<file path="src/rtl/adc128s022_responder.sv">
// Device-side emulation of the DE0-Nano ADC128S022 serial link: decodes the channel
// address from DIN and returns 4 zeros plus a 12-bit sample from a parallel bus.
module adc128s022_responder #(
    parameter int unsigned SYNC_STAGES = 2,
    parameter int unsigned NUM_CH      = 8,
    parameter int unsigned DATA_W      = 12
) (
    input  logic                     sys_clk,
    input  logic                     reset,
    input  logic                     sclk,
    input  logic                     cs_n,
    input  logic                     din,
    output logic                     dout,
    output logic                     dout_oe,
    input  logic [NUM_CH*DATA_W-1:0] samples_in,
    output logic                     frame_done,
    output logic [2:0]               frame_channel,
    output logic                     frame_error
);

    localparam int unsigned FrameW = 16;

    typedef enum logic {StIdle, StActive} state_e;

    logic [SYNC_STAGES-1:0] sclk_sync_q, cs_sync_q, din_sync_q;
    logic                   sclk_s, cs_s, din_s;
    logic                   sclk_prev_q, cs_prev_q;
    logic                   sclk_rise, sclk_fall, cs_rise, cs_fall;

    state_e                 state_q, state_d;
    logic [4:0]             bit_cnt_q, bit_cnt_d, bit_cnt_inc;
    logic [2:0]             cur_addr_q, cur_addr_d;
    logic [2:0]             addr_shadow_q, addr_shadow_d;
    logic [FrameW-1:0]      shift_q, shift_d;
    logic                   dout_q, dout_d;
    logic                   dout_oe_q, dout_oe_d;
    logic                   frame_done_q, frame_done_d;
    logic                   frame_error_q, frame_error_d;
    logic [2:0]             frame_channel_q, frame_channel_d;
    logic [DATA_W-1:0]      sample;
    int unsigned            ch_idx;

    // Synchronizers keep sampling through reset so the pin levels are valid on release.
    always_ff @(posedge sys_clk) begin
        sclk_sync_q <= {sclk_sync_q[SYNC_STAGES-2:0], sclk};
        cs_sync_q   <= {cs_sync_q[SYNC_STAGES-2:0], cs_n};
        din_sync_q  <= {din_sync_q[SYNC_STAGES-2:0], din};
    end

    assign sclk_s    = sclk_sync_q[SYNC_STAGES-1];
    assign cs_s      = cs_sync_q[SYNC_STAGES-1];
    assign din_s     = din_sync_q[SYNC_STAGES-1];
    assign sclk_rise = sclk_s & ~sclk_prev_q;
    assign sclk_fall = ~sclk_s & sclk_prev_q;
    assign cs_rise   = cs_s & ~cs_prev_q;
    assign cs_fall   = ~cs_s & cs_prev_q;

    assign bit_cnt_inc = bit_cnt_q + 5'd1;
    assign ch_idx      = 32'(cur_addr_q);

    always_comb begin
        sample = '0;
        if (ch_idx < NUM_CH) begin
            sample = samples_in[ch_idx*DATA_W +: DATA_W];
        end
    end

    always_comb begin
        state_d         = state_q;
        bit_cnt_d       = bit_cnt_q;
        cur_addr_d      = cur_addr_q;
        addr_shadow_d   = addr_shadow_q;
        shift_d         = shift_q;
        frame_done_d    = 1'b0;
        frame_error_d   = 1'b0;
        frame_channel_d = frame_channel_q;

        unique case (state_q)
            StIdle: begin
                if (cs_fall) begin
                    state_d       = StActive;
                    bit_cnt_d     = '0;
                    cur_addr_d    = '0;
                    addr_shadow_d = '0;
                    shift_d       = '0;
                end
            end
            StActive: begin
                // A cs_n edge takes priority; any coincident sclk edge is dropped.
                if (cs_rise) begin
                    state_d       = StIdle;
                    frame_error_d = (bit_cnt_q != 5'd0);
                    bit_cnt_d     = '0;
                    addr_shadow_d = '0;
                end else if (sclk_fall) begin
                    if (bit_cnt_q == 5'd0) begin
                        shift_d = {{(FrameW-DATA_W){1'b0}}, sample};
                    end else begin
                        shift_d = shift_q << 1;
                    end
                end else if (sclk_rise) begin
                    bit_cnt_d = bit_cnt_inc;
                    case (bit_cnt_inc)
                        5'd3:    addr_shadow_d[2] = din_s;
                        5'd4:    addr_shadow_d[1] = din_s;
                        5'd5:    addr_shadow_d[0] = din_s;
                        default: ;
                    endcase
                    if (bit_cnt_inc == 5'd16) begin
                        frame_done_d    = 1'b1;
                        frame_channel_d = cur_addr_q;
                        cur_addr_d      = addr_shadow_q;
                        bit_cnt_d       = '0;
                    end
                end
            end
            default: state_d = StIdle;
        endcase

        dout_oe_d = (state_d == StActive);
        dout_d    = (state_q == StActive && state_d == StActive) ? shift_q[FrameW-1] : 1'b0;
    end

    always_ff @(posedge sys_clk) begin
        if (reset) begin
            // cs_prev resets low so a cs_n held low through reset never looks like a new frame.
            sclk_prev_q     <= 1'b1;
            cs_prev_q       <= 1'b0;
            state_q         <= StIdle;
            bit_cnt_q       <= '0;
            cur_addr_q      <= '0;
            addr_shadow_q   <= '0;
            shift_q         <= '0;
            dout_q          <= 1'b0;
            dout_oe_q       <= 1'b0;
            frame_done_q    <= 1'b0;
            frame_error_q   <= 1'b0;
            frame_channel_q <= '0;
        end else begin
            sclk_prev_q     <= sclk_s;
            cs_prev_q       <= cs_s;
            state_q         <= state_d;
            bit_cnt_q       <= bit_cnt_d;
            cur_addr_q      <= cur_addr_d;
            addr_shadow_q   <= addr_shadow_d;
            shift_q         <= shift_d;
            dout_q          <= dout_d;
            dout_oe_q       <= dout_oe_d;
            frame_done_q    <= frame_done_d;
            frame_error_q   <= frame_error_d;
            frame_channel_q <= frame_channel_d;
        end
    end

    assign dout          = dout_q;
    assign dout_oe       = dout_oe_q;
    assign frame_done    = frame_done_q;
    assign frame_error   = frame_error_q;
    assign frame_channel = frame_channel_q;

endmodule

</file>
<file path="config.mk">
export PLATFORM = sky130hd
export DESIGN_NAME = adc128s022_responder
export DESIGN_NICKNAME = d
export VERILOG_FILES = /design/src/rtl/adc128s022_responder.sv
export SDC_FILE = /design/constraint.sdc
export NUM_CORES = 1
export LEC_CHECK = 0
export ABC_CLOCK_PERIOD_IN_PS = 1900
export CORE_MARGIN = 5
export CORE_UTILIZATION = 40
export CTS_BUF_LIST = sky130_fd_sc_hd__clkbuf_8
export DETAILED_ROUTE_END_ITERATION = 10
export PLACE_DENSITY = 0.85
export SLEW_MARGIN = 20
export SYNTH_ARGS = -nofsm -noshare
export SYNTH_HDL_FRONTEND = slang
export SYNTH_SLANG_ARGS = --single-unit
</file>
<file path="constraint.sdc">
create_clock -name sys_clk -period 1.9 [get_ports sys_clk]
set_clock_uncertainty 0.2 [all_clocks]
set_input_delay 0.57 -clock sys_clk [delete_from_list [all_inputs] [get_ports sys_clk]]
set_output_delay 0.57 -clock sys_clk [all_outputs]
set_load 0.005 [all_outputs]
</file>
==> results.yml <==
cts:
  cts.clk_slew.worst_paths_ps: 80
  clk_path_buf_depth: 2
  clock_tree_from_tritoncts: "yes"
  clock_sinks: 42
  cts_htree_levels: 2
  cts_hold_buffers: 0
  insertion_delay_to_the_later_sink_of_the_worst_skew_pair_ps: 300
  clk_root_buffer_cell: "sky130_fd_sc_hd__clkbuf_8"
  numCtsBuffers: 5
critical_path:
  cp_data_arrival_time_ps: 1940
  path_cells: "inv_2 -> ha_4 -> nand2b_4 -> or3_4 -> or4_4 -> o22ai_2"
  critical_path_required_ps: 1930
  timing.critical_path.max_delay_family: "simple AND/OR/NAND/NOR gates"
  crit_path_max_incr_delay_ps: 510
  critical_path.max_fanout: 6
  critical_path.slowest_cell: "sky130_fd_sc_hd__or4_4"
  crit_type: "reg2reg"
  worstSetupEndpointType: "flop"
  critPathLaunchType: "flop"
  worstPathBufferInverterCount: 1
yosys:
  synth_seq_cells: 42
  synth.area.top_cells: "sky130_fd_sc_hd__dfxtp_1 (33%), sky130_fd_sc_hd__mux4_2 (21%), sky130_fd_sc_hd__mux2i_1 (5.1%)"
  syn_area_per_cell_um2: 10.7
  syn_nets: 343
  synth_top_flop_cell: "sky130_fd_sc_hd__dfxtp_1"
  synth_most_common_cell: "sky130_fd_sc_hd__dfxtp_1"
  synth.distinct_cells: 46
  syn_area_um2: 2540
  commonest_cells_in_the_synthesized_netlist: "sky130_fd_sc_hd__dfxtp_1 (42), sky130_fd_sc_hd__mux4_2 (24), sky130_fd_sc_hd__a22oi_1 (14), sky130_fd_sc_hd__mux2i_1 (13), sky130_fd_sc_hd__nor2_1 (13)"
  fraction_of_the_yosys_area_taken_by_sequential_cells_pct: 33.1
  syn-instance-count: 238
  yosysWarnings: 0
  synth_top_cell_by_area: "sky130_fd_sc_hd__dfxtp_1"
  share_of_async_settable_or_async_resettable_flops_after_synthesis_pct: 0
  yosys.area.top_type_share_pct: 33.1
  post_synth_edffs: 0
sta:
  timing.final.crit_period_ps: 1900
  max_slew_headroom_at_the_worst_pin_pct: 78.2
  grt_setup_unrepaired: "yes"
  report.final.slew_viol_count: 0
  setup-tns-final_ps: -4.10
  max_freq_mhz: 525
  transition_at_the_pin_with_the_smallest_max_transition_slack_ps: 326
  final.setup.worst_slack_ps: -4.10
  hold_slack_ps: 136
  hold_viol_final: 0
  share_of_the_cycle_needed_by_the_critical_path_after_routing_pct: 100
  setup_violations: 1
place:
  dpl.hpwl_mm: 6.14
  dpl-instance-area_um2: 3900
  gpl.final_weighted_congestion: 0.856
  numPortBuffers: 107
  dp_slack_ps: -259
  place.detailed.instances: 436
status:
  violations: "negative setup slack"
  run_status: "finished with violations"
global_routing:
  leftover_overflow_at_the_end_of_global_routing: 0
  grt_first_pass_wirelength_mm: 12.3
  grt_pass1_vias: 2717
  grt_max_degree: 26
  overall_fraction_of_global_route_tracks_in_use_pct: 18.6
  antenna_found_initial: 0
worst_hold_path:
  worstHoldPathType: "reg2reg"
die:
  initial_standard_cell_utilization_of_the_core_pct: 40.5
  design.die.area_um2: 8050
  core.rowCount: 29
  die_h_um: 89.7
  io_pins: 108
  die_x_um: 89.7
  core_um2: 6280
layout:
  utilization_pct: 66.7
  finish.cell_count_without_fillers: 447
  finish.instance_area_um2: 4190
  synthToLayoutAreaGrowth_pct: 64.8
  layout.nets: 474
  layout-drive-gt1-share_pct: 30.5
  n_antenna_cell: 0
route:
  avgViaCountPerCell: 5.53
  routedWlPerCell_um: 17.7
  first_pass_iters: 6
  drc: 0
  route.antenna.remaining_nets: 0
  route.vias.total: 2473
  drt_initial_violations: 81
  routed_wl_mm: 7.92
pwr:
  pwr_density_cell_nw_per_um2: 467
  static_leakage_nw: 1.46
  vdd.ir_drop.worst_uv: 410
  power_mw: 1.96
run:
  maxcap_viol_count: 0
-- placed cells by master (no fill, tap or decap), types with 3 or more instances in the layout --
cell / netlist / routed
sky130_fd_sc_hd__clkdlybuf4s50_1: 0 / 101
sky130_fd_sc_hd__dfxtp_1: 42 / 38
sky130_fd_sc_hd__buf_4: 1 / 31
sky130_fd_sc_hd__mux4_2: 24 / 24
sky130_fd_sc_hd__a22oi_2: 0 / 12
sky130_fd_sc_hd__mux2i_1: 13 / 12
sky130_fd_sc_hd__nor2_1: 13 / 12
sky130_fd_sc_hd__nand2_1: 11 / 11
sky130_fd_sc_hd__o22ai_2: 10 / 11
sky130_fd_sc_hd__nand2b_1: 11 / 10
sky130_fd_sc_hd__nor2b_1: 9 / 8
sky130_fd_sc_hd__a21oi_1: 10 / 8
sky130_fd_sc_hd__o21ai_0: 10 / 8
sky130_fd_sc_hd__clkbuf_8: 0 / 5
sky130_fd_sc_hd__nor3_1: 4 / 4
sky130_fd_sc_hd__dlygate4sd2_1: 0 / 4
sky130_fd_sc_hd__inv_1: 4 / 3
sky130_fd_sc_hd__a31oi_1: 3 / 3
sky130_fd_sc_hd__o22ai_1: 4 / 3
sky130_fd_sc_hd__buf_12: 0 / 3
-- power by group --
part / total [mW] / internal (mW) / switching [mW]
clock: 0.706 / 0.387 / 0.320
sequential: 0.899 / 0.890 / 0.00879
combinational: 0.353 / 0.253 / 0.0999
-- sequential cells by signal (all words and copies together) (netlist names), 2 cells and up --
signal	cells
frame_channel	3
bit_cnt_q	5
cs_sync_q	2
sclk_sync_q	2
cur_addr_q	3
shift_q	16
addr_shadow_q	3
din_sync_q	2
-- layer usage --
| layer | up-vias | routed length (um) | GRT usage (%) |
|---|---|---|---|
| li1 | 1183 | - | - |
| met2 | 115 | 4270 | 34.6 |
| met5 | - | 0 | 0 |
| met4 | 0 | 158 | 6.55 |
| met1 | 1162 | 2850 | 19.5 |
| met3 | 13 | 639 | 5.43 |
-- worst paths after layout --
path	from	end	depth (start not counted)	slack, ps
min reg2reg	sclk_sync_q[0]	sclk_sync_q[1]	0	140
max	bit_cnt_q[0]	shift_q[5]	6	-4
max reg2reg	bit_cnt_q[0]	shift_q[5]	6	-4
min	sclk_sync_q[0]	sclk_sync_q[1]	0	140
-- final cells by class --
cell class,instances,area (um^2)
Tap cell,77,96.3
Clock buffer,5,68.8
Fill cell,471,2090
Inverter,4,15.0
Clock inverter,3,41.3
Timing Repair Buffer,141,1360
Sequential cell,42,851
Multi-Input combinational cell,175,1750
-- cells by family (layout without fill, tap and decap cells) --
logic type | after synthesis | in the layout | share of synthesized area, %
simple gates | 68 | 69 | 15.4
compound gates | 64 | 64 | 18.8
flops | 42 | 42 | 33.1
mux | 37 | 37 | 26.4
buf+inv | 22 | 153 | 4.04
fa+ha+maj | 4 | 4 | 1.97
xor+xnor | 1 | 1 | 0.345
-- repair_timing --
item | in CTS | in global routing
pin swaps | 0 | 7
gates resized for setup | 16 | 26
gates cloned | 1 | 0
setup endpoints to repair | 29 | 28
setup buffers | 1 | 1
Power figures use the tool's default switching activity.
